===== src/rtl/dmi_arbiter.sv =====
// Arbitrates several DTM DMI masters onto the single DMI port of the debug module.
// One transaction in flight; round-robin or fixed priority; optional response timeout.
module dmi_arbiter #(
  parameter int NR_PORTS   = 2,
  parameter int DMI_ABITS  = 7,
  parameter int FIXED_PRIO = 0,
  parameter int TIMEOUT    = 0,
  parameter int IDX_W      = (NR_PORTS > 1) ? $clog2(NR_PORTS) : 1
) (
  input  logic                          clk_i,
  input  logic                          rst_ni,
  input  logic [NR_PORTS-1:0]           port_en_i,
  input  logic [NR_PORTS-1:0]           req_valid_i,
  output logic [NR_PORTS-1:0]           req_ready_o,
  input  logic [NR_PORTS*DMI_ABITS-1:0] req_addr_i,
  input  logic [NR_PORTS*2-1:0]         req_op_i,
  input  logic [NR_PORTS*32-1:0]        req_data_i,
  output logic [NR_PORTS-1:0]           resp_valid_o,
  input  logic [NR_PORTS-1:0]           resp_ready_i,
  output logic [31:0]                   resp_data_o,
  output logic [1:0]                    resp_resp_o,
  output logic                          dmi_req_valid_o,
  input  logic                          dmi_req_ready_i,
  output logic [DMI_ABITS-1:0]          dmi_req_addr_o,
  output logic [1:0]                    dmi_req_op_o,
  output logic [31:0]                   dmi_req_data_o,
  input  logic                          dmi_resp_valid_i,
  output logic                          dmi_resp_ready_o,
  input  logic [31:0]                   dmi_resp_data_i,
  input  logic [1:0]                    dmi_resp_resp_i,
  output logic                          busy_o,
  output logic [IDX_W-1:0]              owner_o,
  output logic [2:0]                    state_o
);

  // Handshake rule on every channel: a transfer happens on the rising clk_i edge
  // where valid and ready are both high; valid never waits for ready.
  typedef enum logic [2:0] {
    ST_IDLE  = 3'd0,
    ST_SEND  = 3'd1,
    ST_WAIT  = 3'd2,
    ST_ERR   = 3'd3,
    ST_DRAIN = 3'd4
  } state_e;

  localparam int CNT_W = (TIMEOUT > 1) ? $clog2(TIMEOUT) + 1 : 1;
  localparam logic [CNT_W-1:0] CNT_LAST = (TIMEOUT > 0) ? CNT_W'(TIMEOUT - 1) : '0;

  state_e                 state_q, state_d;
  logic [IDX_W-1:0]       ptr_q, owner_q, win_idx;
  logic                   win_found;
  logic [NR_PORTS-1:0]    elig, hi_mask, sel;
  logic [DMI_ABITS-1:0]   addr_q;
  logic [1:0]             op_q;
  logic [31:0]            data_q;
  logic [CNT_W-1:0]       cnt_q;
  logic                   timeout_hit;

  logic [DMI_ABITS-1:0]   addr_arr [NR_PORTS];
  logic [1:0]             op_arr   [NR_PORTS];
  logic [31:0]            data_arr [NR_PORTS];

  for (genvar k = 0; k < NR_PORTS; k++) begin : g_unpack
    assign addr_arr[k] = req_addr_i[k*DMI_ABITS +: DMI_ABITS];
    assign op_arr[k]   = req_op_i[k*2 +: 2];
    assign data_arr[k] = req_data_i[k*32 +: 32];
  end

  assign elig        = req_valid_i & port_en_i;
  assign timeout_hit = (TIMEOUT != 0) && (cnt_q >= CNT_LAST);

  // Round-robin: prefer eligible ports at or above the pointer, else wrap to the lowest.
  always_comb begin
    hi_mask   = '0;
    win_idx   = '0;
    win_found = |elig;
    for (int i = 0; i < NR_PORTS; i++) begin
      hi_mask[i] = (FIXED_PRIO == 0) && (IDX_W'(i) >= ptr_q);
    end
    sel = (|(elig & hi_mask)) ? (elig & hi_mask) : elig;
    for (int i = NR_PORTS - 1; i >= 0; i--) begin
      if (sel[i]) win_idx = IDX_W'(i);
    end
  end

  always_ff @(posedge clk_i or negedge rst_ni) begin
    if (!rst_ni) state_q <= ST_IDLE;
    else         state_q <= state_d;
  end

  always_comb begin
    state_d = state_q;
    case (state_q)
      ST_IDLE:  if (win_found) state_d = ST_SEND;
      ST_SEND:  if (dmi_req_ready_i) state_d = ST_WAIT;
      ST_WAIT: begin
        if (dmi_resp_valid_i && resp_ready_i[owner_q]) state_d = ST_IDLE;
        else if (timeout_hit && !dmi_resp_valid_i)     state_d = ST_ERR;
      end
      ST_ERR:   if (resp_ready_i[owner_q]) state_d = ST_DRAIN;
      ST_DRAIN: if (dmi_resp_valid_i || timeout_hit) state_d = ST_IDLE;
      default:  state_d = ST_IDLE;
    endcase
  end

  always_comb begin
    req_ready_o      = '0;
    resp_valid_o     = '0;
    resp_data_o      = '0;
    resp_resp_o      = '0;
    dmi_req_valid_o  = 1'b0;
    dmi_resp_ready_o = 1'b0;
    case (state_q)
      ST_IDLE: if (win_found) req_ready_o[win_idx] = 1'b1;
      ST_SEND: dmi_req_valid_o = 1'b1;
      ST_WAIT: begin
        resp_valid_o[owner_q] = dmi_resp_valid_i;
        dmi_resp_ready_o      = resp_ready_i[owner_q];
        resp_data_o           = dmi_resp_data_i;
        resp_resp_o           = dmi_resp_resp_i;
      end
      ST_ERR: begin
        resp_valid_o[owner_q] = 1'b1;
        resp_resp_o           = 2'b10;
      end
      ST_DRAIN: dmi_resp_ready_o = 1'b1;
      default: ;
    endcase
  end

  // Captured request, owner, pointer and the shared WAIT/DRAIN cycle counter.
  always_ff @(posedge clk_i or negedge rst_ni) begin
    if (!rst_ni) begin
      ptr_q   <= '0;
      owner_q <= '0;
      addr_q  <= '0;
      op_q    <= '0;
      data_q  <= '0;
      cnt_q   <= '0;
    end else begin
      case (state_q)
        ST_IDLE: begin
          cnt_q <= '0;
          if (win_found) begin
            addr_q  <= addr_arr[win_idx];
            op_q    <= op_arr[win_idx];
            data_q  <= data_arr[win_idx];
            owner_q <= win_idx;
            ptr_q   <= (win_idx == IDX_W'(NR_PORTS - 1)) ? '0 : win_idx + IDX_W'(1);
          end
        end
        ST_SEND:  if (dmi_req_ready_i) cnt_q <= '0;
        ST_ERR:   if (resp_ready_i[owner_q]) cnt_q <= '0;
        ST_WAIT, ST_DRAIN: if (cnt_q != '1) cnt_q <= cnt_q + CNT_W'(1);
        default: ;
      endcase
    end
  end

  assign dmi_req_addr_o = addr_q;
  assign dmi_req_op_o   = op_q;
  assign dmi_req_data_o = data_q;
  assign busy_o         = (state_q != ST_IDLE);
  assign owner_o        = owner_q;
  assign state_o        = state_q;

endmodule


===== config.mk =====
export PLATFORM = sky130hd
export DESIGN_NAME = dmi_arbiter
export DESIGN_NICKNAME = d
export VERILOG_FILES = /design/src/rtl/dmi_arbiter.sv
export SDC_FILE = /design/constraint.sdc
export NUM_CORES = 1
export LEC_CHECK = 0
export ABC_AREA = 0
export CAP_MARGIN = 20
export CORE_ASPECT_RATIO = 0.5
export CORE_UTILIZATION = 35
export DETAILED_ROUTE_END_ITERATION = 12
export GPL_TIMING_DRIVEN = 0
export PLACE_DENSITY = 0.93
export SLEW_MARGIN = 20
export SYNTH_ARGS = -nofsm -noshare
export SYNTH_HDL_FRONTEND = slang
export SYNTH_SLANG_ARGS = --single-unit

===== constraint.sdc =====
create_clock -name clk_i -period 3.5 [get_ports clk_i]
set_input_delay 0.35 -clock clk_i [delete_from_list [all_inputs] [get_ports clk_i]]
set_output_delay 0.35 -clock clk_i [all_outputs]
set_load 0.02 [all_outputs]

==> results of run 1 <==
[area by class of cell]
class                   instances  share of cell area (%)
plain buffers                  41                    3.62
clock buffers                   5                    2.43
clock inverters                 3                   0.777
inverters                       1                  0.0728
multi-input cells             231                    27.5
flip-flops and latches         46                    22.3
well taps                     108                    2.62
repair buffers                208                    40.6
[power breakdown]
part / total [mW] / internal (mW) / switching, mW
clock: 0.540 / 0.335 / 0.206
sequential: 0.951 / 0.784 / 0.167
combinational: 2.33 / 1.12 / 1.21
total: 3.82 / 2.24 / 1.58
[critical path: stages (launching register included)]
cell             delay, ns
dfrtp_1               0.46
and2b_1               0.33
and2b_1               0.25
clkbuf_1              0.28
and2_1                0.17
clkdlybuf4s50_1       0.62
[cells by family (layout without fill, tap and decap cells)]
family	Yosys count	after routing	share of synthesized area, %
buffers and inverters	42	258	6.89
AO/OA/AOI/OAI	111	111	23.1
multiplexers	13	13	5.31
flip-flops	46	46	41.7
AND/OR/NAND/NOR	107	107	23.0
[registers in the layout, summed over array words and instances, names as in the netlist]
name            cells
dmi_req_data_o     32
owner_o             1
ptr_q               1
dmi_req_addr_o      7
dmi_req_op_o        2
state_o             3
[path summary, 6_finish.rpt]
path,to,slack (ns),depth (start not counted)
min in group clk_i,dmi_req_data_o[9]$_DFFE_PN0P_,0.51,1
min,dmi_req_data_o[31]$_DFFE_PN0P_,0.08,1
max reg2reg,dmi_req_data_o[10]$_DFFE_PN0P_,1.67,5
max in group asynchronous,dmi_req_data_o[27]$_DFFE_PN0P_,2.89,2
max,resp_resp_o[0],0.75,5
min reg2reg,dmi_req_data_o[9]$_DFFE_PN0P_,0.51,1
[routing by layer]
layer / global-route usage (%) / routed length [um]
met1: 29.2 / 4180
met2: 49.9 / 5700
met3: 5.86 / 788
met4: 10.9 / 372
met5: 0 / 0
[synthesized netlist by cell type]
| library cell | n |
|---|---|
| a21o_1 | 1 |
| a21oi_1 | 33 |
| a21oi_4 | 1 |
| a22o_1 | 1 |
| a311oi_1 | 1 |
| a31oi_1 | 30 |
| a32o_1 | 1 |
| and2_1 | 33 |
| and2b_1 | 2 |
| and3_1 | 2 |
| and3b_1 | 1 |
| buf_1 | 2 |
| buf_2 | 11 |
| buf_4 | 3 |
| buf_6 | 1 |
| clkbuf_1 | 24 |
| dfrtp_1 | 46 |
| inv_2 | 1 |
| mux2_2 | 13 |
| nand2_1 | 5 |
| nand3_1 | 24 |
| nand3b_1 | 1 |
| nand4_1 | 29 |
| nor2_1 | 3 |
| nor2b_1 | 1 |
| nor3_1 | 2 |
| nor3_4 | 1 |
| nor3b_1 | 1 |
| o21a_1 | 1 |
| o21ai_0 | 28 |
| o21ai_1 | 2 |
| o22ai_1 | 12 |
| or2_2 | 2 |
==> metrics.yaml, run 1 <==
wl_per_cell_um: 17.2
syn_to_final_growth_pct: 86.8
htree_levels: 2
multiInputGateArea_sq_um: 1420
cts_tree: "done"
clk_latency_ns: 0.29
start_util_pct: 36.8
gp_congestion: 0.927
cts_setup_buffers: 0
cp.required_ns: 3.15
synthCells: 319
setup.worst_path.start: "state_o[2]$_DFFE_PN0P_"
fin_worst_skew_ns: 0.00695
layout_common_cells: "clkdlybuf4s50_1, dfrtp_1, and2_1, a21oi_1, a31oi_1"
fin_util_pct: 68.8
fin_area_sq_um: 5150
irDropWorstVdd_v: 0.000357
ctsHoldBuffers: 0
synthDistinctLibCells: 33
fin_nets: 660
num_io_pins: 212
root_buffer: "clkbuf_16"
netlist_area_sq_um: 2760
dp_slack_ns: 1.04
tightest_slew_ns: 0.634
rsz0062_at_grt: "false"
dp_cells: 635
cts_buffers: 5
track_usage_pct: 26.5
antenna_cells: 0
nFillCells: 589
drtPass1Iterations: 5
grt_pass1_wl_mm: 17.2
dieHeight_um: 64.8
synth.top_cell.area_share_pct: 41.7
final_hold_viol_count: 0
drv_cap: 0
synth.area.top_cells: "dfrtp_1, and2_1, a31oi_1"
hpwl_mm: 8.48
wl_mm: 11.0
post_dp_cell_area_sq_um: 4990
final_common_cell: "clkdlybuf4s50_1"
die-width_um: 128
antenna_found_initial: 0
setup.worst_path.class: "reg2out"
ant_nets: 0
grt_pass1_vias: 3457
status: "completed"
cts_resized: 0
fin_tns_setup_ns: 0
io_buffers: 207
drt_iter0_drc: 265
critical_path_arrival_ns: 2.40
min_path_type: "in2async"
power.total_mw: 3.82
postSynthAreaPerCell_sq_um: 8.65
powerDensity_nw_per_um2: 742
setup_violations: 0
dieArea_sq_um: 8260
synth_top_area_cell: "dfrtp_1"
cts_buffer_depth: 2
clk_pin_slew_ns: 0.06
coreArea_sq_um: 7490
ys_ff_latch: 46
grt_max_degree: 26
final_cells: 643
leakagePower_nw: 1.97
vias: 3577
grt_overflow: 0
fmax_mhz: 364
vias_per_cell: 5.56
slew_viol_final: 0
timing.final.crit_period_ns: 2.75
yosysWarnings: 0
cp-end-kind: "primary output"
period_share_pct: 78.5
holdWs_ns: 0.0849
seqCellArea_sq_um: 1150
rows: 22
post-route-drc-count: 0
rr_startpoint: "state_o[1]$_DFFE_PN0P_"
clock-sinks: 46
relSlewSlack_pct: 57.7
cp-start-kind: "register"
syn-num-nets: 445
drive_above_1_share_pct: 8.04
synth-seq-area-share_pct: 41.7
layout_setup_ws_ns: 0.753
critPathMaxFanout: 10
(Power assumes the default switching activity.)
==> run 2: changes to the inputs <==
--- a/config.mk
+++ b/config.mk
@@ -8,10 +8,10 @@
 export ABC_AREA = 0
 export CAP_MARGIN = 20
 export CORE_ASPECT_RATIO = 0.5
-export CORE_UTILIZATION = 35
+export CORE_UTILIZATION = 34
 export DETAILED_ROUTE_END_ITERATION = 12
 export GPL_TIMING_DRIVEN = 0
-export PLACE_DENSITY = 0.93
+export PLACE_DENSITY = 0.91
 export SLEW_MARGIN = 20
 export SYNTH_ARGS = -nofsm -noshare
 export SYNTH_HDL_FRONTEND = slang
==> constraint.sdc (replaced) <==
create_clock -name clk_i -period 2.65 [get_ports clk_i]
set_input_delay 0.265 -clock clk_i [delete_from_list [all_inputs] [get_ports clk_i]]
set_output_delay 0.265 -clock clk_i [all_outputs]
set_load 0.02 [all_outputs]
==> metrics.yaml, run 2 (synthesized netlist as in run 1, its figures left out) <==
status: "completed"
start_util_pct: 36.3
power.total_mw: 5.17
final_cells: 644
io_buffers: 207
rr_endpoint: "dmi_req_data_o[17]$_DFFE_PN0P_"
largest_register_ffs: 32
cp-start-kind: "register"
drive_above_1_share_pct: 8.96
tightest_slew_ns: 0.513
post-route-drc-count: 0
powerDensity_nw_per_um2: 992
dp_cells: 635
final_hold_viol_count: 0
cts_tree: "done"
coreArea_sq_um: 7600
timing.final.crit_period_ns: 2.53
track_usage_pct: 25.7
cts_setup_buffers: 0
crit_buf_inv: 2
drtPass1Iterations: 5
setup.worst_path.start: "state_o[2]$_DFFE_PN0P_"
endpoint: "resp_data_o[3]"
clock-sinks: 46
antenna_cells: 0
cts_buffers: 5
htree_levels: 2
drv_cap: 0
cpPeakStageDelay_ns: 0.63
rr_startpoint: "state_o[2]$_DFFE_PN0P_"
setup_violations: 0
vias: 3520
critPathMaxFanout: 10
critical_path_arrival_ns: 2.26
clk_pin_slew_ns: 0.07
irDropWorstVdd_v: 0.000452
fin_nets: 661
syn_to_final_growth_pct: 89.1
setup.worst_path.class: "reg2out"
wl_per_cell_um: 17.4
antenna_found_initial: 0
die-width_um: 129
grt_max_degree: 29
slowest_stage: "clkdlybuf4s50_1"
ff2ff_setup_slack_ns: 0.79
vias_per_cell: 5.47
fmax_mhz: 395
ant_nets: 0
hpwl_mm: 8.39
cts_buffer_depth: 2
leakagePower_nw: 2.16
reg2reg_depth: 5
multiInputGateArea_sq_um: 1420
clk_latency_ns: 0.29
relSlewSlack_pct: 65.8
rows: 22
grt_pass1_vias: 3300
gp_congestion: 0.817
holdWs_ns: 0.498
wl_mm: 11.2
fin_worst_skew_ns: 0.00656
dieHeight_um: 65.7
slew_viol_final: 0
period_share_pct: 95.5
min_path_type: "in2async"
path_cells: "and2b_2 -> and2b_1 -> clkbuf_2 -> and2_1 -> clkdlybuf4s50_1"
cp_num_cells: 5
layout_common_cells: "clkdlybuf4s50_1, dfrtp_1, and2_1, a21oi_1, a31oi_1"
num_io_pins: 212
cp.required_ns: 2.38
dieArea_sq_um: 8500
cp-end-kind: "primary output"
drt_iter0_drc: 280
grt_overflow: 0
nFillCells: 603
path_delay_family: "buffers and inverters"
root_buffer: "clkbuf_16"
seqCellArea_sq_um: 1150
grt_pass1_wl_mm: 16.9
final_common_cell: "clkdlybuf4s50_1"
==> run 2: cell count changes in the layout (fill, tap and decap cells not counted), sizes merged <==
cell,change
clkdlybuf4s50,-10
dlymetal6s2s,+10
buf,+1
bufinv,+1
clkbuf,-1
clkinv,-1
dlygate4sd3,+1
==> run 2: worst min path at each step <==
stage / to / from / slack, ns / depth (start not counted)
6_report: dmi_req_data_o[15]$_DFFE_PN0P_ / rst_ni / 0.50 / 2
5_1_grt: dmi_req_data_o[15]$_DFFE_PN0P_ / rst_ni / 0.52 / 2
4_1_cts: owner_o$_DFFE_PN0P_ / rst_ni / 0.49 / 2
3_5_place_dp: dmi_req_data_o[16]$_DFFE_PN0P_ / rst_ni / 0.26 / 1
3_3_place_gp: dmi_req_data_o[10]$_DFFE_PN0P_ / dmi_req_data_o[10]$_DFFE_PN0P_ / 0.49 / 1
2_1_floorplan: dmi_req_addr_o[0]$_DFFE_PN0P_ / rst_ni / -0.03 / 0
==> run 2: power by group <==
part	switching, mW	total [mW]	internal [mW]
combinational	1.61	3.09	1.48
sequential	0.219	1.26	1.04
clock	0.281	0.823	0.542
==> run 2: cell type report <==
cell class | instances | area share, %
Buffer | 41 | 3.65
Multi-Input combinational cell | 231 | 27.2
Tap cell | 108 | 2.59
Clock inverter | 3 | 1.32
Inverter | 1 | 0.0720
Clock buffer | 5 | 2.40
Timing Repair Buffer | 209 | 40.7
Sequential cell | 46 | 22.1
==> run 2: what timing repair did <==
| action | 4_1_cts | 5_1_grt |
|---|---|---|
| gates cloned | 0 | 0 |
| hold endpoints to repair | 18 | 0 |
| setup endpoints to repair | 13 | 30 |
| hold buffers | 1 | 0 |
| resized for setup | 3 | 13 |
==> run 2: layer usage <==
metal  vias to the layer above  wire (um)  GRT usage, %
li1                       1623          -             -
met1                      1680       4150          29.0
met2                       181       5840          47.8
met3                        36        857          5.86
met4                         0        329          9.56
met5                         -          0             0
==> run 2: stage by stage <==
| stage | utilization (%) | area [sq um] | setup slack [ns] | TNS (ns) |
|---|---|---|---|---|
| after CTS | 68.3 | 5190 | 0.0569 | 0 |
| after global routing | 68.7 | 5220 | -0.00372 | -0.00408 |
| after floorplan | - | 2760 | 0.876 | 0 |
| final | 68.7 | 5220 | 0.120 | 0 |
| after detailed placement | 65.6 | 4980 | 0.251 | 0 |
| after global placement | 65.4 | 4970 | -0.00909 | -0.281 |
